$ cat config.mk
export PLATFORM = sky130hd
export DESIGN_NAME = serial_digit_code_conv
export DESIGN_NICKNAME = d
export VERILOG_FILES = /design/src/rtl/serial_digit_code_conv.sv
export SDC_FILE = /design/constraint.sdc
export NUM_CORES = 1
export LEC_CHECK = 0
export BUFFER_PORTS_ARGS = -buffer_cell sky130_fd_sc_hd__buf_4
export CAP_MARGIN = 20
export CORE_ASPECT_RATIO = 1.4
export CORE_MARGIN = 2
export CORE_UTILIZATION = 50
export DETAILED_ROUTE_END_ITERATION = 10
export PLACE_DENSITY = 0.71
export SYNTH_ARGS = -nofsm -noshare
export SYNTH_HDL_FRONTEND = slang
export SYNTH_SLANG_ARGS = --single-unit
$ cat constraint.sdc
create_clock -name i_clk -period 2 [get_ports i_clk]
set_input_delay 0.3 -clock i_clk [delete_from_list [all_inputs] [get_ports i_clk]]
set_output_delay 0.3 -clock i_clk [all_outputs]
set_load 0.05 [all_outputs]
$ cat src/rtl/serial_digit_code_conv.sv
`timescale 1ns/1ps
// Bit-serial LSB-first digit code converter: adds or subtracts a fixed offset per digit
// (BCD <-> Excess-3 by default), with parallel digit result and digit/word error flags.
//
// state    | meaning
// ST_IDLE  | waiting for bit 0 of a digit (bit index 0), mode taken live from i_mode
// ST_SHIFT | bits 1..DIGIT_W-1 of a digit in flight, mode held in r_mode
module serial_digit_code_conv #(
   parameter int DIGIT_W    = 4,
   parameter int OFFSET     = 3,
   parameter int RADIX      = 10,
   parameter int NUM_DIGITS = 4,
   localparam int BIT_W     = $clog2(DIGIT_W),
   localparam int DIDX_W    = $clog2(NUM_DIGITS)
) (
   input  logic               i_clk,
   input  logic               i_rst_n,
   input  logic               i_en,
   input  logic               i_mode,
   input  logic               i_x,
   output logic               o_z,
   output logic [BIT_W-1:0]   o_bit_idx,
   output logic [DIDX_W-1:0]  o_digit_idx,
   output logic               o_digit_done,
   output logic [DIGIT_W-1:0] o_digit_out,
   output logic               o_digit_err,
   output logic               o_word_done,
   output logic               o_word_err
);

   localparam logic [DIGIT_W-1:0] OFFS_V   = DIGIT_W'(OFFSET);
   localparam logic [DIGIT_W:0]   RADIX_V  = (DIGIT_W+1)'(RADIX);
   localparam logic [BIT_W-1:0]   LAST_BIT = BIT_W'(DIGIT_W-1);
   localparam logic [DIDX_W-1:0]  LAST_DIG = DIDX_W'(NUM_DIGITS-1);

   typedef enum logic {ST_IDLE, ST_SHIFT} state_t;

   state_t               r_state, w_state_nxt;
   logic [BIT_W-1:0]     r_bit_idx;
   logic [DIDX_W-1:0]    r_digit_idx;
   logic                 r_carry;
   logic                 r_mode;
   logic [DIGIT_W-1:0]   r_in_sr;
   logic [DIGIT_W-1:0]   r_out_sr;
   logic                 r_digit_done;
   logic [DIGIT_W-1:0]   r_digit_out;
   logic                 r_digit_err;
   logic                 r_word_done;
   logic                 r_word_err;
   logic                 r_err_acc;

   logic                 w_mode;
   logic                 w_k;
   logic                 w_z;
   logic                 w_c_nxt;
   logic                 w_last;
   logic [DIGIT_W-1:0]   w_in_nxt;
   logic [DIGIT_W-1:0]   w_out_nxt;
   logic                 w_err;

   // Bit 0 uses the live mode; later bits use the value captured at bit 0.
   assign w_mode    = (r_state == ST_IDLE) ? i_mode : r_mode;
   assign w_k       = OFFS_V[r_bit_idx];
   assign w_z       = i_x ^ w_k ^ r_carry;
   assign w_c_nxt   = w_mode ? ((i_x & w_k) | ((i_x ^ w_k) & r_carry))
                             : ((~i_x & w_k) | (~(i_x ^ w_k) & r_carry));
   assign w_in_nxt  = {i_x, r_in_sr[DIGIT_W-1:1]};
   assign w_out_nxt = {w_z, r_out_sr[DIGIT_W-1:1]};
   assign w_err     = w_mode ? ({1'b0, w_in_nxt} >= RADIX_V)
                             : (w_c_nxt | ({1'b0, w_out_nxt} >= RADIX_V));

   always_comb begin
      w_state_nxt = r_state;
      w_last      = 1'b0;
      case (r_state)
         ST_IDLE: begin
            if (i_en) w_state_nxt = ST_SHIFT;
         end
         ST_SHIFT: begin
            if (i_en && (r_bit_idx == LAST_BIT)) begin
               w_last      = 1'b1;
               w_state_nxt = ST_IDLE;
            end
         end
         default: w_state_nxt = ST_IDLE;
      endcase
   end

   always_ff @(posedge i_clk or negedge i_rst_n) begin
      if (!i_rst_n) begin
         r_state   <= ST_IDLE;
         r_bit_idx <= '0;
         r_carry   <= 1'b0;
         r_mode    <= 1'b0;
         r_in_sr   <= '0;
         r_out_sr  <= '0;
      end else if (i_en) begin
         r_state   <= w_state_nxt;
         r_in_sr   <= w_in_nxt;
         r_out_sr  <= w_out_nxt;
         if (r_state == ST_IDLE) r_mode <= i_mode;
         if (w_last) begin
            r_bit_idx <= '0;
            r_carry   <= 1'b0;
         end else begin
            r_bit_idx <= r_bit_idx + BIT_W'(1);
            r_carry   <= w_c_nxt;
         end
      end
   end

   // Completion flags are registered, so they appear the cycle after the last bit.
   always_ff @(posedge i_clk or negedge i_rst_n) begin
      if (!i_rst_n) begin
         r_digit_idx  <= '0;
         r_digit_done <= 1'b0;
         r_digit_out  <= '0;
         r_digit_err  <= 1'b0;
         r_word_done  <= 1'b0;
         r_word_err   <= 1'b0;
         r_err_acc    <= 1'b0;
      end else begin
         r_digit_done <= w_last;
         r_digit_err  <= w_last & w_err;
         r_word_done  <= 1'b0;
         if (w_last) begin
            r_digit_out <= w_out_nxt;
            if (r_digit_idx == LAST_DIG) begin
               r_digit_idx <= '0;
               r_word_done <= 1'b1;
               r_word_err  <= r_err_acc | w_err;
               r_err_acc   <= 1'b0;
            end else begin
               r_digit_idx <= r_digit_idx + DIDX_W'(1);
               r_err_acc   <= r_err_acc | w_err;
            end
         end
      end
   end

   assign o_z          = w_z;
   assign o_bit_idx    = r_bit_idx;
   assign o_digit_idx  = r_digit_idx;
   assign o_digit_done = r_digit_done;
   assign o_digit_out  = r_digit_out;
   assign o_digit_err  = r_digit_err;
   assign o_word_done  = r_word_done;
   assign o_word_err   = r_word_err;

endmodule

---- Yosys cells after proc, flatten, opt, wreduce, memory -nomap -nowiden ----
Index checks and enable logic that the tools add are counted.
storage, ports and cells
  register bits ........................... 24
  input port bits ......................... 5
  output and inout bits ................... 13
  word-level logic and storage cells ...... 51
cells by class
  add/sub/neg operators ................... 2
  $lt $le $gt $ge ......................... 3
  equal/unequal tests ..................... 2
  mux-type cells .......................... 15
  bitwise gates (word level) .............. 14
  reductions and logical operators ........ 2
operators with widths
  cell                 number
  $mux 1               11
  $ge 4x4->1 const B   2
  $and 1x1->1          5
  $add 2x1->2 const B  2
  $eq 2x2->1 const B   2
  $mux 2               2
  $or 1x1->1           4
  $lt 2x3->1 const B   1
  $not 1->1            3
  $bmux 1 s2           1
  $pmux 1 s2           1
  $reduce_and 2->1     1
  $xor 1x1->1          2
  $logic_and 1x1->1    1

---- Logic depth before layout (Yosys ltp) ----
  word-level depth ........................ 11
  gate-level depth with buffers ........... 5
  mapped depth without buffers ............ 5

---- Worst setup path after synthesis ----
OpenSTA, ideal clock, no wires.
  path kind ............................... flip-flop to output port
  start point ............................. register r_bit_idx[1], in the netlist o_bit_idx[1]
  end point ............................... output o_z
  arrival ................................. 1,576 ps
  data required time ...................... 1,700 ps
  path slack .............................. 124 ps
  cell stages (with the launch flop) ...... 3
  path buffers ............................ 0
  cells stage by stage .................... dfrtp_1 > fa_1 > inv_1
on the way
  cells in the longest elaborated chain, start to end .. 4
RTL lines
  what                          RTL line  text
  start, declared               39        logic [BIT_W-1:0] r_bit_idx;
  start signal, assigned        106       r_bit_idx <= r_bit_idx + BIT_W'(1);
  $bmux 1 s2                    63        assign w_k = OFFS_V[r_bit_idx];
  $mux 1 (not written as such)  63
  $xor 1x1->1 (2 in a row)      64        assign w_z = i_x ^ w_k ^ r_carry;
  end, declared                 21        output logic o_z,
No other way between the ends. The select of a mux whose other input is x is not followed.

---- Final worst setup path ----
Same ends and word-level chain as after synthesis.

==> results.md <==
- Vias: 668
- Final core occ: 63.06%
- Yosys warning count: 0
- # diodes: 0
- Setup bufs post-CTS: 0
- Hold Vio Cnt, Final: 0
- Top Ports: 18
- Setup Skew: 8.609 ps
- RSZ-0062 raised after global routing: false
- WP depth: 3
- Worst relative slew slack: 76.28%
- Die Span Y: 56.04 um
- Placed insts: 119
- Worst R2R Path Depth: 4
- Routed Antenna Nets: 0
- Top_reg_cell synth: dfrtp_1
- Clock slew at the register clock pins of the worst setup and hold paths: 120 ps
- Async SR Flop Fraction: 100.0%
- Flops & latches, synth: 21
- Avg Cell Area, Syn: 11.38 um^2
- Final wirelength: 1551 um
- Fin crit share: 95.47%
- GRT Util Overall: 16.77%
- Post-synth top cells: dfrtp_1, nand2_1, inv_1
- Area Growth Syn to Fin: 17.46%
- R2R setup slack: 390 ps
- Slowest cell on the critical path: fa_1
- Post-CTS sizing: 0
- Worst skew pair latency: 310 ps
- Crit. Startpoint: o_bit_idx[1]$_DFFE_PN0P_
- Cell Count, Final, Fillers Out: 124
- Clock Sinks: 21
- Hold Buf Count CTS: 1
- Vias per std cell: 5.387
- Slowest cell delay on critical path: 590 ps
- Initial antenna violation count: 0
- Crit-path max FO: 5
- Hold-critical path depth: 2
- Number of enable flip-flop cells after synthesis: 0
- Tightest Hold Check Type: input pin to flip-flop
- Synth top area share: 54.33%
- CTS tree: yes
- Fmax achieved: 0.5237 GHz
- Die Wd: 41.17 um
- Pwr/cell area: 1763 mW/mm^2
- H-tree lvl count: 1
- Crit-path leading delay family: adder cells
- Measured slew at the worst slew-check pin: 355.8 ps
- Final setup violation count: 0
- Critical-path cell list: fa_1 > inv_1 > buf_4
- Worst path bufs/invs: 2
- First DRT Iteration DRCs: 7
- DRT Pass-1 Iters: 4
- Critical path class: flip-flop to output pin
- Root buffer cell: clkbuf_4
- Initial Util: 53.68%
- Post-synthesis cell count: 85
- GPL Wtd Cong: 0.7974
- Distinct cells, synth: 33
- WL per Instance: 12.51 um
- CP Capture Point: o_z
- Most frequent cell after synthesis: dfrtp_1
- Worst endpoint required time: 1700 ps
- Sequential area share after synthesis: 54.33%
- Dpl hpwl: 1163 um
- Max clock buf depth: 2
- Largest net degree at the start of global routing: 22
- Syn nets: 94
- Pins Over Slew Limit: 0
- Post-route minimum period: 1909 ps
- Core Box Area: 0.001802 mm^2
- CP endpoint kind: output pin
- Nets: 114
- Top post-synthesis cells by area: dfrtp_1, nand2_1, mux2_1
- End of the worst register-to-register path: o_word_err$_DFFE_PN0P_
- Maxcap violations: 0
- R2R Path Start: o_bit_idx[1]$_DFFE_PN0P_
- Setup TNS: 0 ps
- Outcome: complete, no violations
- DR DRC count: 0
- Layout cells sized above 1: 25.00%
- CTS Buf Count: 3
- Worst VDD drop: 0.9904 mV
- I/O Buffers: 17
- Worst EP arrival: 1610 ps
- Pleak: 0.5814 nW
- Site row count: 18
- DIE AREA: 0.002307 mm^2
- Vias in the first global route: 631
- Mapped Area: 967.2 um^2
- Grt total ovfl: 0
- Startpoint Class: flip-flop
- Largest area contributor in the netlist: dfrtp_1
- First-pass GRT wire length: 2635 um
-- stage by stage --
step	area [um^2]	worst slack (ps)	hold WS [ps]	total power [W]
2_1_floorplan	967.2	123.5	4.409	0.001529
3_3_place_gp	1099	417.0	195.7	0.001789
3_5_place_dp	1099	379.0	197.3	0.001818
4_1_cts	1136	63.51	227.1	0.002028
5_1_grt	1136	28.74	229.5	0.002155
6_report	1136	90.51	234.6	0.002003
-- layer usage --
| metal | track usage, % | part of all wire [%] | wire, um | up-vias |
|---|---|---|---|---|
| li1 | - | - | - | 323 |
| met1 | 21.22 | 41 | 640 | 320 |
| met2 | 25.00 | 50 | 770 | 20 |
| met3 | 2.400 | 5.5 | 86 | 5 |
| met4 | 11.06 | 3.5 | 54 | 0 |
| met5 | 0 | 0 | 0 | - |
-- state kept, by name (all words and copies together), names as in the netlist --
register / count
o_digit_out: 4
r_out_sr: 3
o_bit_idx: 2
o_digit_idx: 2
r_in_sr: 2
o_digit_done: 1
o_digit_err: 1
o_word_done: 1
o_word_err: 1
r_carry: 1
r_err_acc: 1
r_mode: 1
r_state: 1
-- power breakdown --
part	internal, W	switching, W
sequential	0.000593	0.000143
combinational	0.000373	0.000689
clock	0.0000749	0.000130
-- logic make-up (layout without fill, tap and decap cells) --
group	Yosys count	after routing	synth area share (%)
fa+ha+maj	4	4	6.727
simple gates	29	29	15.79
mux	9	9	10.48
compound gates	12	12	7.763
flops	21	21	54.33
buf+inv	10	29	4.915
-- area by class of cell --
type,instances,area (um^2)
Fill cell,148,665.6
Sequential cell,21,525.5
Multi-Input combinational cell,54,394.1
Timing Repair Buffer,18,137.6
Inverter,7,26.28
Tap cell,20,25.02
Clock buffer,3,22.52
Clock inverter,1,5.005
-- placed cells by master, fill, tap and decap left out, drive strengths merged --
master and n:
buf 17, nor2b 1, clkbuf 3, clkinv 1, and4b 1, dlygate4sd3 1, a21oi 1, and2b 1
nor4 1, nor2 4, a31oi 1, o21a 1, fa 2, inv 7, o21ai 5, a211o 1
mux2i 3, nand3b 1, o21bai 1, o211ai 1, nor3 2, and3 1, a21o 1, ha 2
dfrtp 21, nand2b 1, mux2 6, nand2 13, nand3 2, nand4 1
-- worst reg2reg max path, delay by kind of cell, from the launching register on --
family	cells	cell delay [ps]
and+or+nand+nor	2	340
DFF	1	470
AOI/OAI and AO/OA	1	190
adders and majority gates	1	530
-- worst min-delay path by stage --
stage          startpoint                          to  slack, ps
2_1_floorplan     i_rst_n    o_bit_idx[0]$_DFFE_PN0P_          4
3_3_place_gp      i_rst_n      o_digit_done$_DFF_PN0_        200
3_5_place_dp      i_rst_n  o_digit_idx[0]$_DFFE_PN0P_        200
4_1_cts            i_mode          r_mode$_DFFE_PN0P_        230
5_1_grt               i_x      r_in_sr[3]$_DFFE_PN0P_        230
6_report           i_mode          r_mode$_DFFE_PN0P_        230
No activity file was read; power rests on OpenSTA's default activity.
